--- src/rtl/stopwatch.sv ---
// rtl/stopwatch.sv - free-running HH:MM:SS.cc BCD stopwatch driving an 8-digit multiplexed display
//
// Purpose: counts centiseconds from reset as a cascaded BCD chain (cs0,cs1,s0,s1,m0,m1,h0,h1)
//          and scans the eight digits onto a common-anode seven-segment display.
// Ports:
//   clk_in  - system clock, all state on its rising edge
//   rst     - synchronous active-high reset
//   AN[7:0] - anode selects, active-low, one-hot-low (index 0 = cs0 ... index 7 = h1)
//   CAT[6:0]- segment cathodes, active-low, CAT[0]=a ... CAT[6]=g
module stopwatch #(
    parameter int TICK_DIV    = 1_000_000,
    parameter int REFRESH_DIV = 100_000
) (
    input  logic       clk_in,
    input  logic       rst,
    output logic [7:0] AN,
    output logic [6:0] CAT
);

    localparam int TW = $clog2(TICK_DIV);
    localparam int RW = (REFRESH_DIV > 1) ? $clog2(REFRESH_DIV) : 1;

    localparam logic [6:0] GLYPH_ZERO = 7'b1000000;

    logic [TW-1:0] tick_cnt_q, tick_cnt_d;
    logic [RW-1:0] ref_cnt_q, ref_cnt_d;
    logic [2:0]    idx_q, idx_d;
    // Packed digits, nibble i holds display index i (cs0 in [3:0] ... h1 in [31:28]).
    logic [31:0]   dig_q, dig_d;
    logic [7:0]    an_q, an_d;
    logic [6:0]    cat_q, cat_d;

    logic          tick;
    logic          ref_wrap;
    logic          carry;
    logic [3:0]    sel_digit;

    // Tens-of-seconds and tens-of-minutes wrap at 5; every other digit wraps at 9.
    function automatic logic [3:0] digit_max(input int i);
        return ((i == 3) || (i == 5)) ? 4'd5 : 4'd9;
    endfunction

    function automatic logic [6:0] seg_decode(input logic [3:0] d);
        case (d)
            4'd0:    return 7'b1000000;
            4'd1:    return 7'b1111001;
            4'd2:    return 7'b0100100;
            4'd3:    return 7'b0110000;
            4'd4:    return 7'b0011001;
            4'd5:    return 7'b0010010;
            4'd6:    return 7'b0000010;
            4'd7:    return 7'b1111000;
            4'd8:    return 7'b0000000;
            4'd9:    return 7'b0010000;
            default: return 7'b1111111;
        endcase
    endfunction

    always_comb begin
        tick       = (tick_cnt_q == TW'(TICK_DIV - 1));
        tick_cnt_d = tick ? '0 : tick_cnt_q + 1'b1;

        ref_wrap  = (ref_cnt_q == RW'(REFRESH_DIV - 1));
        ref_cnt_d = ref_wrap ? '0 : ref_cnt_q + 1'b1;
        idx_d     = ref_wrap ? idx_q + 3'd1 : idx_q;

        // Ripple the tick up the chain: a digit that wraps passes the carry on,
        // the first digit that merely increments absorbs it.
        dig_d = dig_q;
        carry = tick;
        for (int i = 0; i < 8; i++) begin
            if (carry) begin
                if (dig_q[4*i +: 4] == digit_max(i)) begin
                    dig_d[4*i +: 4] = 4'd0;
                end else begin
                    dig_d[4*i +: 4] = dig_q[4*i +: 4] + 4'd1;
                    carry = 1'b0;
                end
            end
        end

        // Outputs are built from the current index/digits, so they lag by one cycle.
        sel_digit = dig_q[{idx_q, 2'b00} +: 4];
        an_d      = ~(8'b0000_0001 << idx_q);
        cat_d     = seg_decode(sel_digit);
    end

    always_ff @(posedge clk_in) begin
        if (rst) begin
            tick_cnt_q <= '0;
            ref_cnt_q  <= '0;
            idx_q      <= 3'd0;
            dig_q      <= 32'd0;
            an_q       <= 8'hFE;
            cat_q      <= GLYPH_ZERO;
        end else begin
            tick_cnt_q <= tick_cnt_d;
            ref_cnt_q  <= ref_cnt_d;
            idx_q      <= idx_d;
            dig_q      <= dig_d;
            an_q       <= an_d;
            cat_q      <= cat_d;
        end
    end

    assign AN  = an_q;
    assign CAT = cat_q;

endmodule

--- config.mk ---
export PLATFORM = sky130hd
export DESIGN_NAME = stopwatch
export DESIGN_NICKNAME = d
export VERILOG_FILES = /design/src/rtl/stopwatch.sv
export SDC_FILE = /design/constraint.sdc
export NUM_CORES = 1
export LEC_CHECK = 0
export ABC_AREA = 0
export CAP_MARGIN = 20
export CORE_MARGIN = 5
export CORE_UTILIZATION = 60
export CTS_BUF_LIST = sky130_fd_sc_hd__clkbuf_8 sky130_fd_sc_hd__clkbuf_16
export DETAILED_ROUTE_END_ITERATION = 7
export PLACE_DENSITY = 0.8
export SYNTH_ARGS = -nofsm -noshare
export SYNTH_HDL_FRONTEND = slang
export SYNTH_SLANG_ARGS = --single-unit
export TNS_END_PERCENT = 100
--- constraint.sdc ---
create_clock -name clk_in -period 5.04 [get_ports clk_in]
set_input_delay 0.504 -clock clk_in [delete_from_list [all_inputs] [get_ports clk_in]]
set_output_delay 0.504 -clock clk_in [all_outputs]
set_load 0.02 [all_outputs]
==> results of run 1 <==
-- cell families (layout without fill, tap and decap cells) --
| family | Yosys count | count (layout) | synth area share (%) |
|---|---|---|---|
| and+or+nand+nor | 215 | 215 | 27.8 |
| DFF | 87 | 87 | 40.4 |
| AOI/OAI and AO/OA | 54 | 54 | 7.51 |
| buffers and inverters | 43 | 60 | 4.32 |
| xor gates and xnor gates | 41 | 41 | 8.32 |
| muxes | 22 | 22 | 7.95 |
| adders and majority gates | 13 | 13 | 3.77 |
-- cell usage in the layout, fill, tap and decap left out, types with 11 or more instances in the layout --
cell type / n
a21oi_1: 23
clkdlybuf4s50_1: 16
dfxtp_1: 87
ha_1: 13
inv_1: 25
nand2_1: 36
nand3_1: 20
nand4_1: 20
nor2_1: 66
o21ai_0: 11
xnor2_1: 24
xor2_1: 17
-- layer usage --
metal / vias up / routed length, um / GRT usage, %
met5: - / 0 / 0
met4: 0 / 203 / 9.38
met3: 24 / 354 / 3.59
met2: 93 / 3960 / 33.6
met1: 1602 / 3850 / 24.9
li1: 1699 / - / -
-- critical path, stage by stage, from the launching register on --
cell and delay, ps:
dfxtp_1 730, mux4_2 580, mux2i_1 470, inv_1 150, ha_1 240, mux2i_1 130, nand2_1 80, a21o_1 210
-- state kept, by name, indices dropped and copies added (netlist names) --
register / flops
dig_q: 32
tick_cnt_q: 20
ref_cnt_q: 17
AN: 8
CAT: 7
idx_q: 3
-- worst min-delay path by stage --
stage / start / endpoint / slack [ps] / cells after the start
global placement: tick_cnt_q[0] / tick_cnt_q[0] / 440 / 1
detailed placement: tick_cnt_q[0] / tick_cnt_q[0] / 450 / 1
finish: tick_cnt_q[0] / tick_cnt_q[0] / 460 / 1
floorplan: tick_cnt_q[0] / tick_cnt_q[0] / 430 / 1
global route: tick_cnt_q[0] / tick_cnt_q[0] / 490 / 1
CTS: tick_cnt_q[0] / tick_cnt_q[0] / 470 / 1
-- metrics by stage --
step / cell area [sq um] / worst slack [ps] / total power, mW / utilization, % / cells
after global placement: 4530 / 2510 / 0.732 / 63.4 / 576
after detailed placement: 4530 / 2380 / 0.733 / 63.4 / 576
after floorplan: 4310 / 2750 / 0.727 / - / 475
after global routing: 4770 / 2110 / 1.34 / 66.9 / 591
after CTS: 4770 / 2340 / 1.31 / 66.9 / 591
final: 4770 / 2340 / 1.30 / 66.9 / 591
-- synthesized netlist by cell type, types with 4 or more instances --
library cell and count:
xor2_1 17, and4_1 7, a21oi_1 23, nor4_1 8, mux4_2 7, or3_1 6, xnor2_1 24, nor2b_1 5
dfxtp_1 87, a31oi_1 4, and3_1 4, nand4_1 20, nand3_1 20, nor2_1 66, o21ai_0 12, and2_1 4
nand2_1 36, clkbuf_1 8, nor3_1 10, ha_1 13, inv_1 25, mux2i_1 10, and4bb_2 4
-- report_power, final --
part           switching (mW)  internal [mW]  total (mW)
combinational          0.0157        0.00637      0.0220
sequential            0.00380          0.691       0.695
clock                   0.241          0.341       0.582
total                   0.261           1.04        1.30
-- final cells by class --
class / count / area (sq um)
sequential: 87 / 1740
inverter: 27 / 101
clock buffer: 10 / 138
clock inverter: 5 / 106
tap: 99 / 124
timing repair buffer: 18 / 175
multi-input combinational: 345 / 2390
fill: 562 / 2360
==> out/results.tsv, run 1 <==
metric	value	unit
status	completed	
Worst Setup Start Kind	flip-flop	
die outline area	0.00899	sq mm
HP Class	flip-flop to flip-flop	
Total GRT Usage	20.0	%
Worst setup EP type	flip-flop	
Mapped Nets	490	
num rows	31	
clock sinks	87	
ranking of synthesized cells by area	dfxtp_1 (40%), nor2_1 (5.7%), xnor2_1 (4.9%)	
Die Y	94.8	um
Worst-path clk slew	90	ps
vias	3418	
share of cells above drive strength 1	9.15	%
H-tree depth	3	
count of final setup violators	0	
RSZ-0062 raised after global routing	no	
Tcrit/Tclk final	53.7	%
Top Ports	17	
number of synthesized flops with an enable pin	0	
Core ar.	0.00714	sq mm
CTS root buf	clkbuf_8	
Synth Register Bits	87	
measured slew at the worst slew-check pin	632	ps
setup TNS	0	ps
minimum clock period	2700	ps
WP data required	5300	ps
cell area after synthesis	0.00431	sq mm
initial antenna violation count	0	
Cells after Synth	475	
sequential-to-total area share from yosys stat	40.4	%
post-synth top area cell	dfxtp_1	
R2R cell count	7	
DRC errors left	0	
WS Path Type	flip-flop to flip-flop	
Top FF cell, synth	dfxtp_1	
flop-to-flop setup slack	2340	ps
Port Buf Inserts	16	
dpl hpwl	5940	um
max-cap viol count	0	
GPL Wtd Cong	0.906	
Hold Slack	462	ps
drt total wl	8370	um
syn avg cell area	9.08	sq um
yosys warns	0	
Final Skew	12.1	ps
post-synth top area share	40.4	%
Vias/cell	5.78	
Clk Latency, worst-skew pair	360	ps
ant diodes	0	
WL/cell	14.2	um
Slew HR	57.8	%
worst setup path endpoint	CAT[6]	
leakage	1.66	nW
vias in the first global route	3202	
grt total ovfl	0	
DR iter-0 viols	201	
worst-case vdd ir drop	0.134	mV
Nets	503	
post_cts resized	0	
Max Transition Viols Final	0	
Hold-fix buffers, CTS	0	
Post-DRT Antenna Nets	0	
Pre-antenna DRT Iters	5	
reg2reg end	CAT[6]	
pwr/cell area	272	mW/mm^2
starting density of the core	60.4	%
postcts setup bufs	0	
Hold Vio Cnt, Final	0	
Max Clock Freq	0.370	GHz
largest net degree at the start of global routing	48	
Critical Path Start	idx_q[0]	
crit path max fanout	12	
CTS Buf Count	9	
reg2reg start	idx_q[0]	
Clock Path Buffers	2	
Yosys cell types	63	
Die Wd	94.8	um
CTS tree	yes	
Post-synth ARST share	0	%
CP arrival	2960	ps
first-pass GRT wire length	14300	um
Synth-to-Final Area Change	10.6	%
Note: power is estimated with default switching activity, not from simulation.
==> run 2, diff against run 1 <==
- clock period: 5.04 -> 2.6 ns (I/O delays scaled with it)
==> out/results.tsv, run 2 (synthesized netlist as in run 1, its figures left out) <==
metric	value	unit
Worst-path clk slew	80	ps
Top Ports	17	
WP data required	2890	ps
CTS root buf	clkbuf_8	
vias	3475	
WL/cell	14.7	um
Total GRT Usage	21.4	%
area of the multi-input gates	0.00239	sq mm
Worst setup EP type	flip-flop	
Worst Hold Launch	tick_cnt_q[0]	
fillers	595	
dpl hpwl	6430	um
DRC errors left	0	
reg2reg start	tick_cnt_q[0]	
register area	0.00174	sq mm
Post-Layout Inst Area	0.00486	sq mm
Max Clock Freq	0.455	GHz
setup ws final	404	ps
Synth-to-Final Area Change	12.6	%
CTS tree	yes	
CTS Buf Count	9	
flop-to-flop setup slack	400	ps
Nets	510	
count of final setup violators	0	
measured slew at the worst slew-check pin	553	ps
Core ar.	0.00714	sq mm
Post-Place Worst Slack	432	ps
minimum clock period	2200	ps
drt total wl	8820	um
placed inst area	0.00458	sq mm
status	completed	
Max Transition Viols Final	0	
crit path max fanout	10	
ant diodes	0	
Worst Setup Start Kind	flip-flop	
die outline area	0.00899	sq mm
Die Wd	94.8	um
Final Skew	11.3	ps
Hold Slack	475	ps
pwr/cell area	546	mW/mm^2
setup TNS	0	ps
Critical Path Start	tick_cnt_q[0]	
post_cts resized	0	
postcts setup bufs	0	
Die Y	94.8	um
commonest cells after routing, fill and taps aside	dfxtp_1 (87), nor2_1 (66), nand2_1 (36), inv_1 (25), xnor2_1 (24)	
GPL Wtd Cong	0.875	
biggest regs	dig_q (32), tick_cnt_q (20), ref_cnt_q (17)	
Post-DRT Antenna Nets	0	
num rows	31	
share of cells above drive strength 1	10.6	%
Tcrit/Tclk final	84.5	%
Hold Vio Cnt, Final	0	
max FFs per register	32	
hold path cells	1	
largest reg by FF count	dig_q	
largest net degree at the start of global routing	21	
vias in the first global route	3301	
grt total ovfl	0	
starting density of the core	60.4	%
first-pass GRT wire length	15300	um
max-cap viol count	0	
RSZ-0062 raised after global routing	no	
Port Buf Inserts	16	
CP arrival	2490	ps
Vias/cell	5.80	
R2R cell count	6	
Slew HR	62.8	%
HP Class	flip-flop to flip-flop	
Clk Latency, worst-skew pair	360	ps
reg2reg end	dig_q[9]	
DR iter-0 viols	327	
worst-case vdd ir drop	0.330	mV
Clock Path Buffers	2	
Pre-antenna DRT Iters	5	
H-tree depth	3	
leakage	1.71	nW
Hold-fix buffers, CTS	0	
commonest non-fill, non-tap cell in the layout	dfxtp_1	
clock sinks	87	
initial antenna violation count	0	
WS Path Type	flip-flop to flip-flop	
Worst Hold End	tick_cnt_q[0]	
[run 2: power by group]
group	switching [mW]	leakage, nW	internal [mW]	total, mW
logic	0.0315	0.869	0.0144	0.0459
clock network	0.474	0.136	0.788	1.26
registers	0.00727	0.702	1.34	1.35
total	0.513	1.71	2.14	2.65
[run 2: how the worst max path moves through the flow]
| stage | end | slack [ps] | cells after the start |
|---|---|---|---|
| after detailed placement | dig_q[9] | 430 | 6 |
| after floorplan | CAT[6] | 310 | 8 |
| after global placement | dig_q[30] | 520 | 7 |
| after CTS | dig_q[9] | 410 | 6 |
| after global routing | dig_q[9] | 250 | 6 |
| final | dig_q[9] | 400 | 6 |
[run 2: final cells by class]
type / count / share of cell area (%)
multi-input combinational: 345 / 49.1
sequential: 87 / 35.8
timing repair buffer: 25 / 4.69
clock buffer: 11 / 3.12
clock inverter: 5 / 2.63
tap: 99 / 2.55
inverter: 27 / 2.09
[run 2: metal layers]
layer	share of wire [%]	global-route usage, %	vias up
li1	-	-	1710
met1	43	26.7	1638
met2	48	35.6	111
met3	6.4	6.22	16
met4	2.1	7.21	0
met5	0	0	-
[run 2: worst max-delay path: stages, from the launching register on]
cell,delay [ps]
dfxtp_1,370
ha_1,220
and4_4,250
and4_1,450
nand2_4,130
or4_1,530
a21oi_1,170
[run 2: metrics by stage]
step,power [mW],utilization [%],std cells
after global routing,2.74,68.1,599
after floorplan,1.41,-,475
after CTS,2.68,68.1,599
final,2.65,68.1,599
after global placement,1.42,64.2,583
after detailed placement,1.42,64.2,583
==> patch 1: new RTL, flow settings as in run 1 <==
Register the output `AN` once more, without a reset; this adds one clock of latency there. The other outputs are not delayed to match.
--- a/src/rtl/stopwatch.sv
+++ b/src/rtl/stopwatch.sv
@@ -103,7 +103,9 @@
         end
     end
 
-    assign AN  = an_q;
+    always_ff @(posedge clk_in) begin
+        AN <= an_q;
+    end
     assign CAT = cat_q;
 
 endmodule
Check against the original RTL: not equivalent (a bounded check fails within 4 cycles, from zero or initial values and one cycle with rst high).
==> patch 1 against run 1 <==
Power shrank 1.1%; synthesized area grew 4.6%; sequential cell count grew 8; setup slack gained 0.011 ns; largest cell class unchanged; clock power shrank 15%; via count shrank 0.47%; critical endpoint unchanged; global-route usage shrank 1.3 points; wire length grew 1.5%; sequential share of layout area grew 2.2 points; highest routed layer unchanged; final area grew 3.1%; critical path depth is the same; first-iteration DRC count shrank 13%; utilization grew 0.58 points.
==> patch 1: results (changes against run 1) <==
[outcome]
outcome = completed  ; unchanged

[power_and_ir_drop]
pwr-share-comb = 0.022  ; was 0.017
vdd.ir_drop.worst_mv = 0.176  ; was 0.134 mV
sw_frac_of_total = 0.227  ; was 0.201
seq_power_uw = 761  ; was 695 µW
leakagePower_uw = 0.00177  ; was 0.00166 µW

[logic_synthesis]
synthAdderAreaFrac = 0.0360  ; was 0.0377
synth_nets = 507  ; was 490
synth_xor_area_frac = 0.0660  ; was 0.0832
yosys.cell_types.count = 61  ; was 63
synth_compound_area_frac = 0.0773  ; was 0.0751

[finish]
fill_cells = 613  ; was 562

[hold_path]
worstHoldEndpoint = AN[5]  ; was tick_cnt_q[0]
hold_depth = 0  ; was 1

[drt]
met3_length_um = 315  ; was 354 µm
wl_met1_mm = 3.85  ; about the same
drt-initial-drc-count = 174  ; was 201
dr.pass1.iters = 4  ; was 5
num_vias = 3402  ; was 3418

[placed_design]
dp_hpwl_mm = 6.18  ; was 5.94 mm
place_area_um2 = 4720  ; was 4530 µm²

[global_route]
use_met2 = 0.311  ; was 0.336
use_met1 = 0.238  ; was 0.249
grt_pass1_vias = 3145  ; was 3202
grt_pass1_wl_mm = 14.7  ; was 14.3 mm

[sta]
holdWs_ns = 0.333  ; was 0.462 ns
finClkSkew_ns = 0.0116  ; was 0.0121 ns

[patch 1: through the flow]
step	total power (µW)	cells	setup WS, ns
detailed placement	807	588	2.37
CTS	1300	604	2.35
finish	1280	604	2.35
floorplan	799	492	2.74
global placement	804	587	2.50
global route	1340	604	2.10
[patch 1: area by class of cell]
type	count	area (µm²)	area share
Tap cell	99	124	0.0252
Multi-Input combinational cell	351	2430	0.494
Timing Repair Buffer	18	174	0.0354
Sequential cell	95	1900	0.387
Inverter	25	93.8	0.0191
Clock inverter	7	73.8	0.0150
Clock buffer	9	124	0.0252
[patch 1: logic make-up (layout without fill, tap and decap cells)]
| kind of cell | count (synthesis) | after routing |
|---|---|---|
| adder cells (fa/ha/maj) | 13 | 13 |
| AND/OR/NAND/NOR | 219 | 219 |
| flip-flops | 95 | 95 |
| buffers and inverters | 46 | 59 |
| multiplexers | 30 | 30 |
| AO/OA/AOI/OAI | 55 | 55 |
| XOR/XNOR | 34 | 34 |
==> patch 2: new RTL, settings of run 1 <==
Without the edit above. The parameter `TICK_DIV` goes from 1_000_000 to 2_000_000.
--- a/src/rtl/stopwatch.sv
+++ b/src/rtl/stopwatch.sv
@@ -8,7 +8,7 @@
 //   AN[7:0] - anode selects, active-low, one-hot-low (index 0 = cs0 ... index 7 = h1)
 //   CAT[6:0]- segment cathodes, active-low, CAT[0]=a ... CAT[6]=g
 module stopwatch #(
-    parameter int TICK_DIV    = 1_000_000,
+    parameter int TICK_DIV    = 2_000_000,
     parameter int REFRESH_DIV = 100_000
 ) (
     input  logic       clk_in,
Formal check against the unedited RTL: same outputs for any inputs over 10 cycles, from zero or initial values and one cycle with rst high; that may be too few to reach the edited logic, so the function may still have changed.
==> patch 2 against run 1 <==
Wire length decreased by 0.73%; synthesized area increased by 0.23%; power decreased by 2.6%; hold slack got worse by 0.10 ns; clock skew decreased by 0.0058 ns; sequential cell count increased by 1; final area decreased by 0.45%; setup slack got worse by 0.097 ns.
==> patch 2: results (changes against run 1) <==
[hold_path]
hold_depth = 2  ; was 1
min_from = rst  ; was tick_cnt_q[0]

[logic_synthesis]
synthMuxAreaShare = 0.0677  ; was 0.0795
yosys.cell_types.count = 49  ; was 63
yosys-top-cells-area = dfxtp_1 (41%), nor2_1 (5.4%), mux4_2 (4.2%), xnor2_1 (4.1%), xor2_1 (3.8%)  ; was dfxtp_1 (40%), nor2_1 (5.7%), xnor2_1 (4.9%), ha_1 (3.8%), mux4_2 (3.7%)
synthTopCellsByCount = dfxtp_1 (88), nor2_1 (62), nand2_1 (33)  ; was dfxtp_1 (87), nor2_1 (66), nand2_1 (36)
ys_seq_area_frac = 0.407  ; was 0.404
synth_compound_area_frac = 0.0862  ; was 0.0751
synthAdderAreaFrac = 0.0376  ; was 0.0377
synth_xor_area_frac = 0.0790  ; was 0.0832

[power_and_ir_drop]
vdd.ir_drop.worst_mv = 0.215  ; was 0.134 mV
clkPwrFrac = 0.429  ; was 0.448
sw_frac_of_total = 0.217  ; was 0.201

[global_route]
use_met2 = 0.326  ; was 0.336
grt_pass1_wl_mm = 14.3  ; about the same

[drt]
wire_per_inst_um = 14.0  ; was 14.2 µm
drt-initial-drc-count = 155  ; was 201
wl_met1_mm = 3.79  ; was 3.85 mm
num_vias = 3449  ; was 3418
wl_met2_mm = 3.92  ; was 3.96 mm

[sta]
relSlewSlack = 0.440  ; was 0.578

[placed_design]
pre_cts_ws_ns = 2.25  ; was 2.38 ns
dp_hpwl_mm = 5.95  ; was 5.94 mm
place_area_um2 = 4530  ; about the same

[worst_setup_path]
reg2reg_to = CAT[4]  ; was CAT[6]
r2r_setup_slack_ns = 2.24  ; was 2.34 ns
cp.arrival_ns = 3.06  ; was 2.96 ns

[outcome]
outcome = completed  ; unchanged

-- patch 2: changes by cell type after synthesis, sizes merged, moves of 5 or more --
cell,delta
nor2b,+5
o31ai,+10
and4bb,-5
clkbuf,+6
or4,+10
nor4,-7
nand4,-5
nand2b,+10
a21oi,+6
inv,-8
-- patch 2: cell type report --
| type | instances | area [µm²] |
|---|---|---|
| inverters | 19 | 71.3 |
| flip-flops and latches | 88 | 1760 |
| well taps | 99 | 124 |
| fillers | 610 | 2390 |
| repair buffers | 17 | 163 |
| clock buffers | 9 | 124 |
| clock inverters | 7 | 100 |
| multi-input cells | 356 | 2410 |
-- patch 2: cell families (layout without fill, tap and decap cells) --
group / count (synthesis) / count (layout)
compound gates: 64 / 64
flops: 88 / 88
fa+ha+maj: 13 / 13
xor+xnor: 39 / 39
mux: 19 / 19
simple gates: 221 / 221
buf+inv: 40 / 52
